[src/rtl/trace_dump_scheduler.sv]
// -----------------------------------------------------------------------------
// trace_dump_scheduler
//
// Shares one AXI write flusher between NUM_BUF trace-capture BRAMs. Dump
// requests are latched into a pending vector, granted round-robin, and the
// flusher's BRAM read port is muxed onto the granted buffer. For each grant
// the flusher receives base_ptr = host_base + idx*BUF_STRIDE and a one-cycle
// start pulse; completion is detected from the flusher's idle flag.
//
// Ports
//   aclk, aresetn   clock, synchronous active-low reset
//   host_base       byte address of buffer 0 region, sampled at grant
//   req             per-buffer one-cycle dump request
//   done            per-buffer one-cycle "written to host" pulse
//   busy            high whenever the scheduler is not idle
//   grant_idx       buffer currently (or most recently) granted
//   dump_count      completed dumps since reset (wraps at 2^32)
//   fl_base_ptr     flusher base pointer
//   fl_start        flusher start_dump pulse
//   fl_idle         flusher dump_idle
//   fl_addra/fl_ena flusher BRAM read address / enable
//   fl_douta        read data returned to the flusher
//   bram_addr       address broadcast to every buffer
//   bram_en         per-buffer read enable
//   bram_dout       concatenated per-buffer read data, slice i = buffer i
// -----------------------------------------------------------------------------
module trace_dump_scheduler #(
    parameter int NUM_BUF         = 4,
    parameter int BRAM_DATA_WIDTH = 32,
    parameter int BRAM_ADDR_WIDTH = 12,
    parameter int BUF_STRIDE      = 8192
) (
    input  logic                                 aclk,
    input  logic                                 aresetn,
    input  logic [63:0]                          host_base,
    input  logic [NUM_BUF-1:0]                   req,
    output logic [NUM_BUF-1:0]                   done,
    output logic                                 busy,
    output logic [$clog2(NUM_BUF)-1:0]           grant_idx,
    output logic [31:0]                          dump_count,
    output logic [63:0]                          fl_base_ptr,
    output logic                                 fl_start,
    input  logic                                 fl_idle,
    input  logic [BRAM_ADDR_WIDTH-1:0]           fl_addra,
    input  logic                                 fl_ena,
    output logic [BRAM_DATA_WIDTH-1:0]           fl_douta,
    output logic [BRAM_ADDR_WIDTH-1:0]           bram_addr,
    output logic [NUM_BUF-1:0]                   bram_en,
    input  logic [NUM_BUF*BRAM_DATA_WIDTH-1:0]   bram_dout
);

    localparam int          IDX_W     = $clog2(NUM_BUF);
    localparam logic [63:0] STRIDE_64 = 64'(BUF_STRIDE);

    localparam logic [2:0] S_IDLE      = 3'd0;
    localparam logic [2:0] S_START     = 3'd1;
    localparam logic [2:0] S_WAIT_BUSY = 3'd2;
    localparam logic [2:0] S_WAIT_IDLE = 3'd3;
    localparam logic [2:0] S_DONE      = 3'd4;

    logic [2:0]           state_r;
    logic [2:0]           state_nxt_s;
    logic [NUM_BUF-1:0]   pending_r;
    logic [NUM_BUF-1:0]   pending_nxt_s;
    // Set when the granted buffer is requested again while its dump runs;
    // keeps its pending bit alive through DONE so a fresh dump follows.
    logic                 rereq_r;
    logic                 rereq_nxt_s;
    logic [IDX_W-1:0]     grant_idx_r;
    logic [IDX_W-1:0]     rr_ptr_r;
    logic [63:0]          fl_base_ptr_r;
    logic                 fl_start_r;
    logic [NUM_BUF-1:0]   done_r;
    logic                 busy_r;
    logic [31:0]          dump_count_r;
    logic [IDX_W:0]       pick_s;
    logic                 pick_valid_s;
    logic [IDX_W-1:0]     pick_idx_s;
    logic [NUM_BUF-1:0]   bram_en_s;
    logic [BRAM_DATA_WIDTH-1:0] fl_douta_s;

    // First set bit of vec searching upward from start, wrapping at NUM_BUF.
    // Result is {found, index}.
    function automatic logic [IDX_W:0] rr_pick(input logic [NUM_BUF-1:0] vec,
                                               input logic [IDX_W-1:0]   start);
        logic             found;
        logic             hit;
        logic [IDX_W-1:0] idx;
        int               j;
        found = 1'b0;
        idx   = {IDX_W{1'b0}};
        for (int k = 0; k < NUM_BUF; k++) begin
            j     = int'(start) + k;
            j     = (j >= NUM_BUF) ? (j - NUM_BUF) : j;
            hit   = vec[IDX_W'(j)] & ~found;
            idx   = hit ? IDX_W'(j) : idx;
            found = found | hit;
        end
        return {found, idx};
    endfunction

    // Round-robin arbitration over the pending vector.
    always_comb begin
        pick_s       = rr_pick(pending_r, rr_ptr_r);
        pick_valid_s = pick_s[IDX_W];
        pick_idx_s   = pick_s[IDX_W-1:0];
    end

    // Dump sequencing FSM next-state logic.
    always_comb begin
        state_nxt_s = state_r;
        case (state_r)
            S_IDLE: begin
                if (pick_valid_s) begin
                    state_nxt_s = S_START;
                end else begin
                    state_nxt_s = S_IDLE;
                end
            end
            S_START: begin
                state_nxt_s = S_WAIT_BUSY;
            end
            S_WAIT_BUSY: begin
                if (!fl_idle) begin
                    state_nxt_s = S_WAIT_IDLE;
                end else begin
                    state_nxt_s = S_WAIT_BUSY;
                end
            end
            S_WAIT_IDLE: begin
                if (fl_idle) begin
                    state_nxt_s = S_DONE;
                end else begin
                    state_nxt_s = S_WAIT_IDLE;
                end
            end
            S_DONE: begin
                state_nxt_s = S_IDLE;
            end
            default: begin
                state_nxt_s = S_IDLE;
            end
        endcase
    end

    // Pending vector: new requests always win over the DONE-time clear.
    always_comb begin
        pending_nxt_s = pending_r;
        if (state_r == S_DONE) begin
            pending_nxt_s[grant_idx_r] = rereq_r;
        end else begin
            pending_nxt_s = pending_r;
        end
        pending_nxt_s = pending_nxt_s | req;
    end

    // Re-request tracking for the buffer currently being dumped.
    always_comb begin
        rereq_nxt_s = rereq_r;
        if (state_r == S_IDLE) begin
            rereq_nxt_s = 1'b0;
        end else if (req[grant_idx_r]) begin
            rereq_nxt_s = 1'b1;
        end else begin
            rereq_nxt_s = rereq_r;
        end
    end

    // Registered state, grant bookkeeping and flusher-facing outputs.
    always_ff @(posedge aclk) begin
        if (!aresetn) begin
            state_r       <= S_IDLE;
            pending_r     <= {NUM_BUF{1'b0}};
            rereq_r       <= 1'b0;
            grant_idx_r   <= {IDX_W{1'b0}};
            rr_ptr_r      <= {IDX_W{1'b0}};
            fl_base_ptr_r <= 64'd0;
            fl_start_r    <= 1'b0;
            done_r        <= {NUM_BUF{1'b0}};
            busy_r        <= 1'b0;
            dump_count_r  <= 32'd0;
        end else begin
            state_r    <= state_nxt_s;
            pending_r  <= pending_nxt_s;
            rereq_r    <= rereq_nxt_s;
            busy_r     <= (state_nxt_s != S_IDLE);
            fl_start_r <= (state_r == S_START);
            if ((state_r == S_IDLE) && pick_valid_s) begin
                grant_idx_r   <= pick_idx_s;
                fl_base_ptr_r <= host_base + (64'(pick_idx_s) * STRIDE_64);
            end
            // done and dump_count are registered on entry so they are
            // visible during the DONE cycle itself.
            if ((state_r == S_WAIT_IDLE) && fl_idle) begin
                done_r       <= {{(NUM_BUF-1){1'b0}}, 1'b1} << grant_idx_r;
                dump_count_r <= dump_count_r + 32'd1;
            end else begin
                done_r       <= {NUM_BUF{1'b0}};
            end
            if (state_r == S_DONE) begin
                rr_ptr_r <= (grant_idx_r == IDX_W'(NUM_BUF - 1)) ?
                            {IDX_W{1'b0}} : (grant_idx_r + IDX_W'(1));
            end
        end
    end

    // BRAM read-port mux: only the granted buffer sees enable, only while busy.
    always_comb begin
        bram_en_s  = {NUM_BUF{1'b0}};
        fl_douta_s = {BRAM_DATA_WIDTH{1'b0}};
        for (int i = 0; i < NUM_BUF; i++) begin
            bram_en_s[i] = fl_ena & busy_r & (grant_idx_r == IDX_W'(i));
            fl_douta_s   = (grant_idx_r == IDX_W'(i)) ?
                           bram_dout[i*BRAM_DATA_WIDTH +: BRAM_DATA_WIDTH] : fl_douta_s;
        end
    end

    assign done        = done_r;
    assign busy        = busy_r;
    assign grant_idx   = grant_idx_r;
    assign dump_count  = dump_count_r;
    assign fl_base_ptr = fl_base_ptr_r;
    assign fl_start    = fl_start_r;
    assign bram_addr   = fl_addra;
    assign bram_en     = bram_en_s;
    assign fl_douta    = fl_douta_s;

endmodule

[config.mk]
export PLATFORM = sky130hd
export DESIGN_NAME = trace_dump_scheduler
export DESIGN_NICKNAME = d
export VERILOG_FILES = /design/src/rtl/trace_dump_scheduler.sv
export SDC_FILE = /design/constraint.sdc
export NUM_CORES = 1
export LEC_CHECK = 0
export BUFFER_PORTS_ARGS = -buffer_cell sky130_fd_sc_hd__buf_2
export CAP_MARGIN = 20
export CORE_MARGIN = 4
export CORE_UTILIZATION = 35
export DETAILED_ROUTE_END_ITERATION = 16
export GPL_TIMING_DRIVEN = 0
export PLACE_DENSITY = 0.68
export SLEW_MARGIN = 20
export SYNTH_ARGS = -nofsm -noshare
export SYNTH_HDL_FRONTEND = slang
export SYNTH_SLANG_ARGS = --single-unit
[constraint.sdc]
create_clock -name aclk -period 7.8 [get_ports aclk]
set_input_delay 1.56 -clock aclk [delete_from_list [all_inputs] [get_ports aclk]]
set_output_delay 1.56 -clock aclk [all_outputs]
set_load 0.02 [all_outputs]
==> results of run 1 <==
## flip-flops by register name, indices dropped and copies added (netlist names)
| signal | flops |
|---|---|
| state_r | 3 |
| pending_r | 4 |
| fl_base_ptr | 64 |
| dump_count | 32 |
| rr_ptr_r | 2 |
| fl_start | 1 |
| busy | 1 |
| rereq_r | 1 |
| grant_idx | 2 |
| done | 4 |
## routing by layer
metal | up-vias | global-route usage | routed length [um] | share of wire
li1 | 3786 | - | - | -
met1 | 3506 | 0.2581 | 10030 | 0.38
met2 | 307 | 0.4289 | 13210 | 0.50
met3 | 52 | 0.07460 | 2221 | 0.084
met4 | 2 | 0.1168 | 1124 | 0.042
met5 | - | 0 | 18 | 0.00068
## Yosys cell counts, drive strengths merged, types with 2 or more instances
master / number
nor2: 81
nor3: 27
nand4: 23
dfxtp: 114
or3: 6
o31ai: 2
a311oi: 4
a21oi: 104
nand3: 32
o21ai: 75
a22oi: 32
mux2i: 2
inv: 17
or4: 8
xor2: 22
nor2b: 3
nor3b: 2
o211ai: 3
nand2: 93
a211oi: 10
and3: 15
buf: 28
clkbuf: 46
nor4: 20
nand2b: 5
ha: 7
and4: 13
a21boi: 2
xnor2: 49
and2: 3
## kinds of logic after synthesis
group / share of synthesized area
xor+xnor: 0.09490
mux: 0.006492
flops: 0.3483
buf+inv: 0.06263
compound gates: 0.2009
fa+ha+maj: 0.01642
simple gates: 0.2704
## stage by stage
stage	util	setup slack (ns)	instances	instance area (um2)	power (mW)
after global routing	0.5086	2.839	1469	9260	2.258
final	0.5086	3.123	1469	9260	2.156
after detailed placement	0.4721	3.542	1437	8596	1.293
after global placement	0.4721	3.578	1437	8596	1.288
after floorplan	-	3.955	857	6553	1.034
after CTS	0.5086	3.086	1469	9260	2.174
## path summary, 6_finish.rpt
path | end | slack [ns] | cells past startpoint
max | fl_douta[0] | 3.12 | 10
min reg2reg | fl_base_ptr[6]$_SDFFE_PN0P_ | 0.45 | 2
max reg2reg | fl_base_ptr[53]$_SDFFE_PN0P_ | 4.23 | 11
min | fl_base_ptr[6]$_SDFFE_PN0P_ | 0.45 | 2
## final cells by class
cell class | instances | share of cell area
Timing Repair Buffer | 351 | 0.1897
Buffer | 74 | 0.03743
Clock buffer | 24 | 0.05310
Sequential cell | 114 | 0.2465
Tap cell | 229 | 0.03094
Inverter | 17 | 0.006891
Multi-Input combinational cell | 652 | 0.4168
Clock inverter | 8 | 0.01865
## power breakdown
part           switching [mW]  total, mW  internal, mW
sequential             0.0346      0.678         0.644
combinational           0.398      0.601         0.204
clock                   0.275      0.876         0.601
## worst register-to-register path, stage by stage, from the launching register on
cell	delay [ns]
dfxtp_1	0.34
inv_1	0.06
a22o_1	0.21
a221oi_1	0.38
ha_1	0.30
fa_1	0.28
nand4_1	0.23
nor4_2	0.85
buf_2	0.40
nand4_1	0.15
xnor2_1	0.18
a21oi_1	0.08
==> impl_results.md, run 1 <==
- Pwr Density: between 200 and 250 nW/um2
- GPL Wtd Cong: 0.8911
- Synth Warn #: 0
- H-tree levels: 4
- Worst EP arrival: 3.12 ns
- Register area share after synthesis: 0.3483
- # hold bufs at CTS: 0
- CTS buffer count: 17
- CTS clock-pin slew for the worst setup and hold paths: 0.05 ns
- Commonest non-fill, non-tap cell in the layout: buf_2
- RSZ-0062 raised after global routing: false
- GRT overflow: 0
- DRT iter0 DRCs: around 280
- Via/cell ratio: 5.210
- Buf+Inv Stages, Crit Path: 4
- Worst setup EP type: output pin
- Worst-path cell chain: inv_1 > ha_1 > clkbuf_1 > nor2b_1 > clkbuf_1 > a22oi_1 > nor2_1 > a21oi_1 > o21ai_0 > buf_2
- Layout fillers: 1812
- Register area: between 2000 and 2500 um2
- Post-synthesis instance total: about 860
- Layout cell share with drive strength beyond 1: 0.3395
- Setup CP Type: register to output pin
- Area grow syn2layout: 41.32%
- CTS tree: yes
- Core area: 18210 um2
- CP max stage delay: 0.54 ns
- Cell seen most often among critical-path stages: clkbuf_1
- Worst-margin pin slew: about 0.97 ns
- Rel. slew slack: 0.3493
- Worst EP required: 6.24 ns
- Synth area leaders: dfxtp_1 (35%), a21oi_1 (7.9%), xnor2_1 (6.5%)
- Initial Util: 0.3599
- Vias: between 7k and 8k
- Final setup viols: 0
- CTS max path bufs: 2
- Worst setup startpoint: grant_idx[1]$_SDFFE_PN0P_
- Die Wd: approximately 140 um
- Hold Vio Cnt, Final: 0
- Count of flip-flops with a built-in enable after synthesis: 0
- Post-layout nets: 1447
- Multi-input gate area: 3860 um2
- CP startpoint kind: register
- IO Pins: 364
- Post-Route Setup TNS: 0 ns
- Reg2reg start: rr_ptr_r[0]$_SDFFE_PN0N_
- Routed Wire Length: 26600 um
- Largest net degree at the start of global routing: 17
- Synth cell types: 49
- Pre-Repair DR Iteration Count: 4
- Post-DP HPWL: 21340 um
- Min-delay src: fl_base_ptr[6]$_SDFFE_PN0P_
- Synth Flop Type: dfxtp_1
- Antenna Nets Post-Route: 0
- Most frequent cells in the layout: buf_2 (358), dfxtp_1 (114), a21oi_1 (104)
- Avg Cell Area, Syn: 7.646 um2
- Post-CTS setup buffers: 0
- Worst skew pair latency: 0.41 ns
- Post-layout min period: between 4 and 5 ns
- Synth Cell Area: about 6600 um2
- Maxcap violations: 0
- Worst hold slack: approximately 0.45 ns
- Gr usage total: 0.2409
- Hold Path Class: register to register
- DIE AREA: 20970 um2
- Post_cts resized: 0
- Maximum vdd drop: ~0.14 mV
- Layout Skew: 0.01177 ns
- Critical-path cell with the highest stage delay: dfxtp_1
- DRC viols: 0
- Highest clock rate: 0.2138 GHz
- CP Max Fanout: 10
- Clock Sink Count: 114
- Initial antenna violation count: 1
- Syn_nets: 1077
- First-pass GRT wire length: 39740 um
- FFs w/ async S/R, synth: 0
- Ant. Diodes: 0
- Final period utilization: 0.5997
- Yosys top cell by area: dfxtp_1
- Fin. max-slew vios: 0
- Die height: 144.8 um
- Average wire per cell in the routed design: 18.10 um
- Status: complete, no violations
- IO buf count: about 350
- Number of global-route vias before repair: approximately 7.5k
- Seq cells post-synth: 114
- CP delay by family, top: buffers and inverters
- CTS root buf: clkbuf_16
- Leakage power: 4.104 nW
- # rows: 49
- Area share of the largest cell type after synthesis: 0.3483
Power figures use the tool's default switching activity.
==> inputs of run 2 (changes only) <==
Settings changed: PLACE_DENSITY 0.68 to 0.7.
Clock period 7.8 ns to 4 ns, I/O delays scaled along.
==> run 2 against run 1 <==
Final cell count barely moved; total power grew 82%; first-iteration DRC count increased by 38%; die area stayed put; critical path depth did not move; register-to-register slack got worse by 3.9 ns; core utilization is 0.62 points lower; sequential share of layout area up 0.30 points; clock-buffer cell count fell by 3; sequential cell count unchanged; via count is 0.20% higher; largest cell class unchanged; highest routed layer unchanged.
==> impl_results.md, run 2 (synthesis gave the netlist of run 1 again) <==
- Status: complete, no violations
- Die height: 144.8 um (unchanged)
- GRT overflow: 0 (unchanged)
- Clock share of power: 0.361 (-0.045)
- RSZ-0062 raised after global routing: false
- Inst Count DP: 1437 (unchanged)
- Worst skew pair latency: 0.41 ns (about the same)
- Worst EP required: 3.20 ns (-3.04 ns)
- Hold Path Class: register to register
- Area grow syn2layout: 39.60%
- Core area: 18210 um2 (unchanged)
- Ant. Diodes: 0 (unchanged)
- Layout fillers: 1838 (+1.4%)
- H-tree levels: 4 (unchanged)
- Post-DP HPWL: 20930 um (-1.9%)
- Final period utilization: 0.9700
- Largest net degree at the start of global routing: 17 (unchanged)
- Rel. slew slack: 0.3230 (-0.02626)
- Layout cell share with drive strength beyond 1: 0.3422 (+0.002695)
- Post-layout nets: 1447 (unchanged)
- CTS clock-pin slew for the worst setup and hold paths: 0.06 ns (about the same)
- Via/cell ratio: 5.223 (+0.26%)
- Clock Sink Count: 114 (unchanged)
- CTS buffer count: 17 (unchanged)
- Highest clock rate: 0.2577 GHz
- CTS tree: yes
- Post-CTS setup buffers: 0 (unchanged)
- Reg power frac: 0.338 (+0.023)
- # hold bufs at CTS: 0 (unchanged)
- Most frequent cells in the layout: buf_2 (358), dfxtp_1 (114), a21oi_1 (104)
- Combinational fraction of design power: 0.301 (+0.022)
- Setup CP Type: register to output pin
- Total internal power: 2.530 mW (+75%)
- DIE AREA: 20970 um2 (unchanged)
- Critical-path cell with the highest stage delay: dfxtp_1
- CTS max path bufs: 2 (unchanged)
- Commonest non-fill, non-tap cell in the layout: buf_2
- Worst-margin pin slew: 1.007 ns (+0.03906 ns)
- DRT iter0 DRCs: 380 (+38%)
- Cell area after layout: 9148 um2 (-1.2%)
- Vias: 7668 (+0.20%)
- GPL Wtd Cong: 0.9000 (+1.0%)
- IO Pins: 364 (unchanged)
- CP max stage delay: 0.54 ns (about the same)
- Final setup viols: 0 (unchanged)
- Average wire per cell in the routed design: 17.90 um (-1.1%)
- Maximum vdd drop: 0.2864 mV (+98%)
- Placement-stage cell area: 8596 um2 (unchanged)
- # rows: 49 (unchanged)
- Leakage power: 4.064 nW (-0.99%)
- Gr usage total: 0.2341 (-0.006829)
- CP delay by family, top: buffers and inverters
- Worst-path cell chain: inv_1 > ha_1 > clkbuf_1 > nor2b_2 > clkbuf_2 > a22oi_1 > nor2_1 > a21oi_1 > o21ai_0 > buf_2
- Finished Core Util: 0.5024 (-0.006184)
- Die Wd: 144.8 um (unchanged)
- Hold Vio Cnt, Final: 0 (unchanged)
- Post-Route Setup TNS: 0 ns (unchanged)
- Buf+Inv Stages, Crit Path: 4 (unchanged)
- Initial Util: 0.3599 (unchanged)
- Initial antenna violation count: 1 (unchanged)
- CTS root buf: clkbuf_16
- Routed Wire Length: 26280 um (-1.2%)
- Fin. max-slew vios: 0 (unchanged)
- Final cell count without fillers: 1468 (-0.068%)
- Post-layout min period: 3.880 ns
- Layout Skew: 0.01180 ns (+0.00002760 ns)
- Number of global-route vias before repair: 7278 (-3.3%)
- Pwr Density: 427.8 nW/um2 (+84%)
- Max FFs per register: 64 (unchanged)
- DRC viols: 0 (unchanged)
- CP Max Fanout: 10 (unchanged)
- Sw Pwr: 1.383 mW (+95%)
- IO buf count: 351 (unchanged)
- CP startpoint kind: register
- Maxcap violations: 0 (unchanged)
- Antenna Nets Post-Route: 0 (unchanged)
- Worst EP arrival: 3.08 ns (-0.04 ns)
- Pre-Repair DR Iteration Count: 5 (+1)
- Sw Ratio: 0.3534 (+0.02520)
- Worst setup EP type: output pin
- First-pass GRT wire length: 38450 um (-3.3%)
[run 2: cell types whose count changed in the layout (fill, tap and decap cells not counted), moves of 2 or more]
cell,before,now
bufinv_16,5,1
clkbuf_1,49,46
clkinv_2,0,5
clkbuf_8,4,2
clkbuf_2,0,2
[run 2: final timing paths]
kind	start	endpoint	slack (ns)	depth (start not counted)
setup / recovery	grant_idx[1]$_SDFFE_PN0P_	fl_douta[27]	0.12	10
setup reg to reg	pending_r[2]$_SDFF_PN0_	fl_base_ptr[49]$_SDFFE_PN0P_	0.34	10
hold / removal	fl_base_ptr[12]$_SDFFE_PN0P_	fl_base_ptr[12]$_SDFFE_PN0P_	0.45	2
hold reg to reg	fl_base_ptr[12]$_SDFFE_PN0P_	fl_base_ptr[12]$_SDFFE_PN0P_	0.45	2
[run 2: power by group through the flow]
stage | Combinational (mW) | Clock (mW) | Sequential (mW)
final | 1.18 | 1.41 | 1.32
after global routing | 1.28 | 1.49 | 1.34
after CTS | 1.19 | 1.44 | 1.32
after detailed placement | 1.18 | 0 | 1.34
after global placement | 1.17 | 0 | 1.34
after floorplan | 0.546 | 0 | 1.47
[run 2: worst min-delay path, cell delays in order (launching register included)]
cell,delay [ns]
dfxtp_1,0.30
nand2_1,0.05
a21oi_1,0.05
[run 2: layer usage]
metal,track usage,share of wire,vias up,wire [um]
li1,-,-,3785,-
met1,0.2453,0.36,3519,9495
met2,0.4306,0.51,316,13450
met3,0.07854,0.093,46,2441
met4,0.08984,0.034,2,883
met5,0,0.00046,-,12
[run 2: layout make-up]
type / count / area, um2 / share of cell area
buffer: 74 / 349.1 / 0.03816
clock buffer: 21 / 460.4 / 0.05034
clock inverter: 10 / 86.33 / 0.009438
inverter: 17 / 63.81 / 0.006976
multi-input combinational: 652 / 3862 / 0.4222
sequential: 114 / 2282 / 0.2495
tap: 229 / 286.5 / 0.03132
timing repair buffer: 351 / 1757 / 0.1920
[run 2: metrics by stage]
step           worst slack (ns)  power (mW)  hold WS (ns)
6_report                 0.1200       3.913        0.4526
5_1_grt                0.003585       4.109        0.4636
4_1_cts                 0.07904       3.947        0.4513
3_5_place_dp             0.3647       2.523        0.4438
3_3_place_gp             0.3665       2.512        0.4397
2_1_floorplan            0.9744       2.016        0.4619
[run 2: repair_timing]
action / in CTS / in global routing
gates resized for setup: 1 / 4
setup endpoints to repair: 1 / 1
hold endpoints to repair: 0 / 0
==> inputs of run 3 (changes only) <==
Settings changed: ABC_AREA from default to 1, PLACE_DENSITY 0.7 to 0.68.
==> run 3 against run 2 <==
Sequential share of layout area down 3.0 points; sequential power up 5%; clock-buffer cell count down 1; synthesized area up 16%; wire length up 24%; critical path type unchanged.
==> impl_results.md, run 3 <==
- Status: complete, no violations
- Initial antenna violation count: 1 (unchanged)
- Synth Flop Type: dfxtp_1
- Hold Path Class: register to register
- Worst-margin pin slew: 0.9546 ns (-0.05252 ns)
- Sw Pwr: 1.965 mW (+42%)
- Leakage power: 4.924 nW (+21%)
- Post-Route Setup TNS: 0 ns (unchanged)
- CTS max path bufs: 2 (unchanged)
- Reg2reg start: rr_ptr_r[0]$_SDFFE_PN0N_
- FFs w/ async S/R, synth: 0 (unchanged)
- Die Wd: 155.6 um (+7.4%)
- Post-layout min period: 3.760 ns (-0.1203 ns)
- Cell area after layout: 10390 um2 (+14%)
- CP startpoint kind: register
- Die height: 155.6 um (+7.4%)
- Synth Warn #: 0 (unchanged)
- Register area share after synthesis: 0.2994 (-0.04893)
- Post-synthesis instance total: 1243 (+45%)
- Post-CTS setup buffers: 0 (unchanged)
- Maxcap violations: 0 (unchanged)
- Commonest non-fill, non-tap cell in the layout: nand2_1
- Clock share of power: 0.336 (-0.025)
- Reg power frac: 0.275 (-0.063)
- IO Pins: 364 (unchanged)
- Syn_nets: 1463 (+36%)
- Fin. max-slew vios: 0 (unchanged)
- Setup CP Type: register to output pin
- Combinational fraction of design power: 0.389 (+0.088)
- Area share of the largest cell type after synthesis: 0.2994 (-0.04893)
- Synth area leaders: dfxtp_1 (30%), nand2_1 (18%), nor2_1 (13%)
- Synth top cells by count: nand2_1 (362), nor2_1 (262), dfxtp_1 (114)
- CTS tree: yes
- Worst setup EP type: output pin
- Max FFs per register: 64 (unchanged)
- Post-DP HPWL: 27230 um (+30%)
- First-pass GRT wire length: 49150 um (+28%)
- Layout Skew: 0.009055 ns (-0.002744 ns)
- Area grow syn2layout: 36.34%
- CTS buffer count: 17 (unchanged)
- DRT iter0 DRCs: 625 (+64%)
- Pre-Repair DR Iteration Count: 5 (unchanged)
- DIE AREA: 24210 um2 (+15%)
- Pwr Density: 485.1 nW/um2 (+13%)
- H-tree levels: 4 (unchanged)
- Gr usage total: 0.2578 (+0.02369)
- Antenna Nets Post-Route: 0 (unchanged)
- Worst hold slack: 0.4610 ns (+0.008386 ns)
- DRC viols: 0 (unchanged)
- Post-layout nets: 1833 (+27%)
- Yosys top cell by area: dfxtp_1
- Clock Sink Count: 114 (unchanged)
- Min-delay src: fl_base_ptr[61]$_SDFFE_PN0P_
- Placement-stage cell area: 9724 um2 (+13%)
- Final period utilization: 0.9399 (-0.03008)
- CP Max Fanout: 10 (unchanged)
- IO buf count: 351 (unchanged)
- Worst EP required: 3.20 ns (about the same)
- Hold Vio Cnt, Final: 0 (unchanged)
- Initial Util: 0.3593 (-0.0005999)
- Layout fillers: 2277 (+24%)
- Worst skew pair latency: 0.41 ns (about the same)
- Via/cell ratio: 4.990 (-4.5%)
- # rows: 53 (+8.2%)
- GRT overflow: 0 (unchanged)
- GPL Wtd Cong: 0.9607 (+6.7%)
- Final setup viols: 0 (unchanged)
- Most frequent cells in the layout: nand2_1 (362), buf_2 (361), nor2_1 (262)
- Worst setup startpoint: grant_idx[0]$_SDFFE_PN0P_
- Layout cell share with drive strength beyond 1: 0.2722 (-0.07004)
- Number of global-route vias before repair: 9165 (+26%)
- Seq cells post-synth: 114 (unchanged)
- Vias: 9481 (+24%)
- Synth Cell Area: 7624 um2 (+16%)
- Routed Wire Length: 32590 um (+24%)
- Highest clock rate: 0.2660 GHz (+3.2%)
- Average wire per cell in the routed design: 17.15 um (-4.2%)
- Maximum vdd drop: 0.2879 mV (+0.50%)
- Avg Cell Area, Syn: 6.133 um2 (-20%)
- Rel. slew slack: 0.3636 (+0.04060)
- Top-count cell post-synth: nand2_1
- Count of flip-flops with a built-in enable after synthesis: 0 (unchanged)
- CTS clock-pin slew for the worst setup and hold paths: 0.06 ns (about the same)
- Worst EP arrival: 2.96 ns (-0.12 ns)
- RSZ-0062 raised after global routing: false
- Sw Ratio: 0.3898 (+0.03640)
- Design Power: 5.041 mW (+29%)
- Core area: 21220 um2 (+17%)
- Synth cell types: 42 (-14%)
- CTS root buf: clkbuf_16
- Largest net degree at the start of global routing: 17 (unchanged)
- Total internal power: 3.076 mW (+22%)
==> run 3: through the flow <==
| stage | cells | util | worst slack, ns |
|---|---|---|---|
| floorplan | 1243 | - | 1.001 |
| detailed placement | 1869 | 0.4583 | 0.3739 |
| global route | 1900 | 0.4898 | 0.05604 |
| finish | 1900 | 0.4898 | 0.2403 |
| CTS | 1899 | 0.4895 | 0.09066 |
| global placement | 1869 | 0.4583 | 0.3449 |
==> run 3: final cells by class <==
| class | count | area (um2) | area share |
|---|---|---|---|
| diodes | 1 | 2.502 | 0.0002408 |
| plain buffers | 61 | 324.1 | 0.03118 |
| clock buffers | 20 | 466.7 | 0.04490 |
| clock inverters | 10 | 181.4 | 0.01746 |
| inverters | 109 | 411.6 | 0.03961 |
| multi-input cells | 959 | 4624 | 0.4449 |
| flip-flops and latches | 114 | 2282 | 0.2196 |
| well taps | 275 | 344.1 | 0.03310 |
| repair buffers | 351 | 1757 | 0.1690 |
==> run 3: what timing repair did <==
action	4_1_cts	5_1_grt
endpoints found under the hold margin	0	0
gates cloned	0	0
hold buffers	0	0
resized for setup	3	6
pin swaps	0	0
endpoints found under the setup margin	3	5
==> run 3: cell families (layout without fill, tap and decap cells) <==
logic type | after synthesis | count (layout) | synth area share
and+or+nand+nor | 736 | 736 | 0.3932
AOI/OAI and AO/OA | 173 | 173 | 0.1490
buffers and inverters | 170 | 551 | 0.09601
DFF | 114 | 114 | 0.2994
xor gates and xnor gates | 42 | 42 | 0.04825
adders and majority gates | 8 | 8 | 0.01411
other | 0 | 1 | 0
==> run 3: path summary, 6_finish.rpt <==
| path | to | slack (ns) | cells past startpoint |
|---|---|---|---|
| worst max-delay path | fl_douta[10] | 0.24 | 8 |
| worst min-delay path | fl_base_ptr[61]$_SDFFE_PN0P_ | 0.46 | 2 |
| worst max register to register | fl_base_ptr[61]$_SDFFE_PN0P_ | 0.72 | 21 |
| worst min register to register | fl_base_ptr[61]$_SDFFE_PN0P_ | 0.46 | 2 |
==> run 3: power groups by stage <==
stage | logic [mW] | clock network, mW | registers (mW)
floorplan | 1.00 | 0 | 1.58
global placement | 1.96 | 0 | 1.41
detailed placement | 1.96 | 0 | 1.41
CTS | 1.98 | 1.71 | 1.39
global route | 2.12 | 1.77 | 1.41
finish | 1.96 | 1.69 | 1.39
==> run 3: per-layer routing <==
metal,global-route usage,wire [um],part of all wire
met1,0.2801,12360,0.38
met4,0.1025,1178,0.036
met5,0,0,0
met2,0.4903,16780,0.51
met3,0.04799,2276,0.070
==> run 3: worst max-delay path, cell delays in order, from the launching register on <==
cell	delay (ns)
dfxtp_1	0.43
clkinv_1	0.31
ha_1	0.31
clkbuf_1	0.18
clkinv_1	0.21
clkbuf_1	0.39
nor2_1	0.08
o31ai_1	0.40
buf_2	0.25
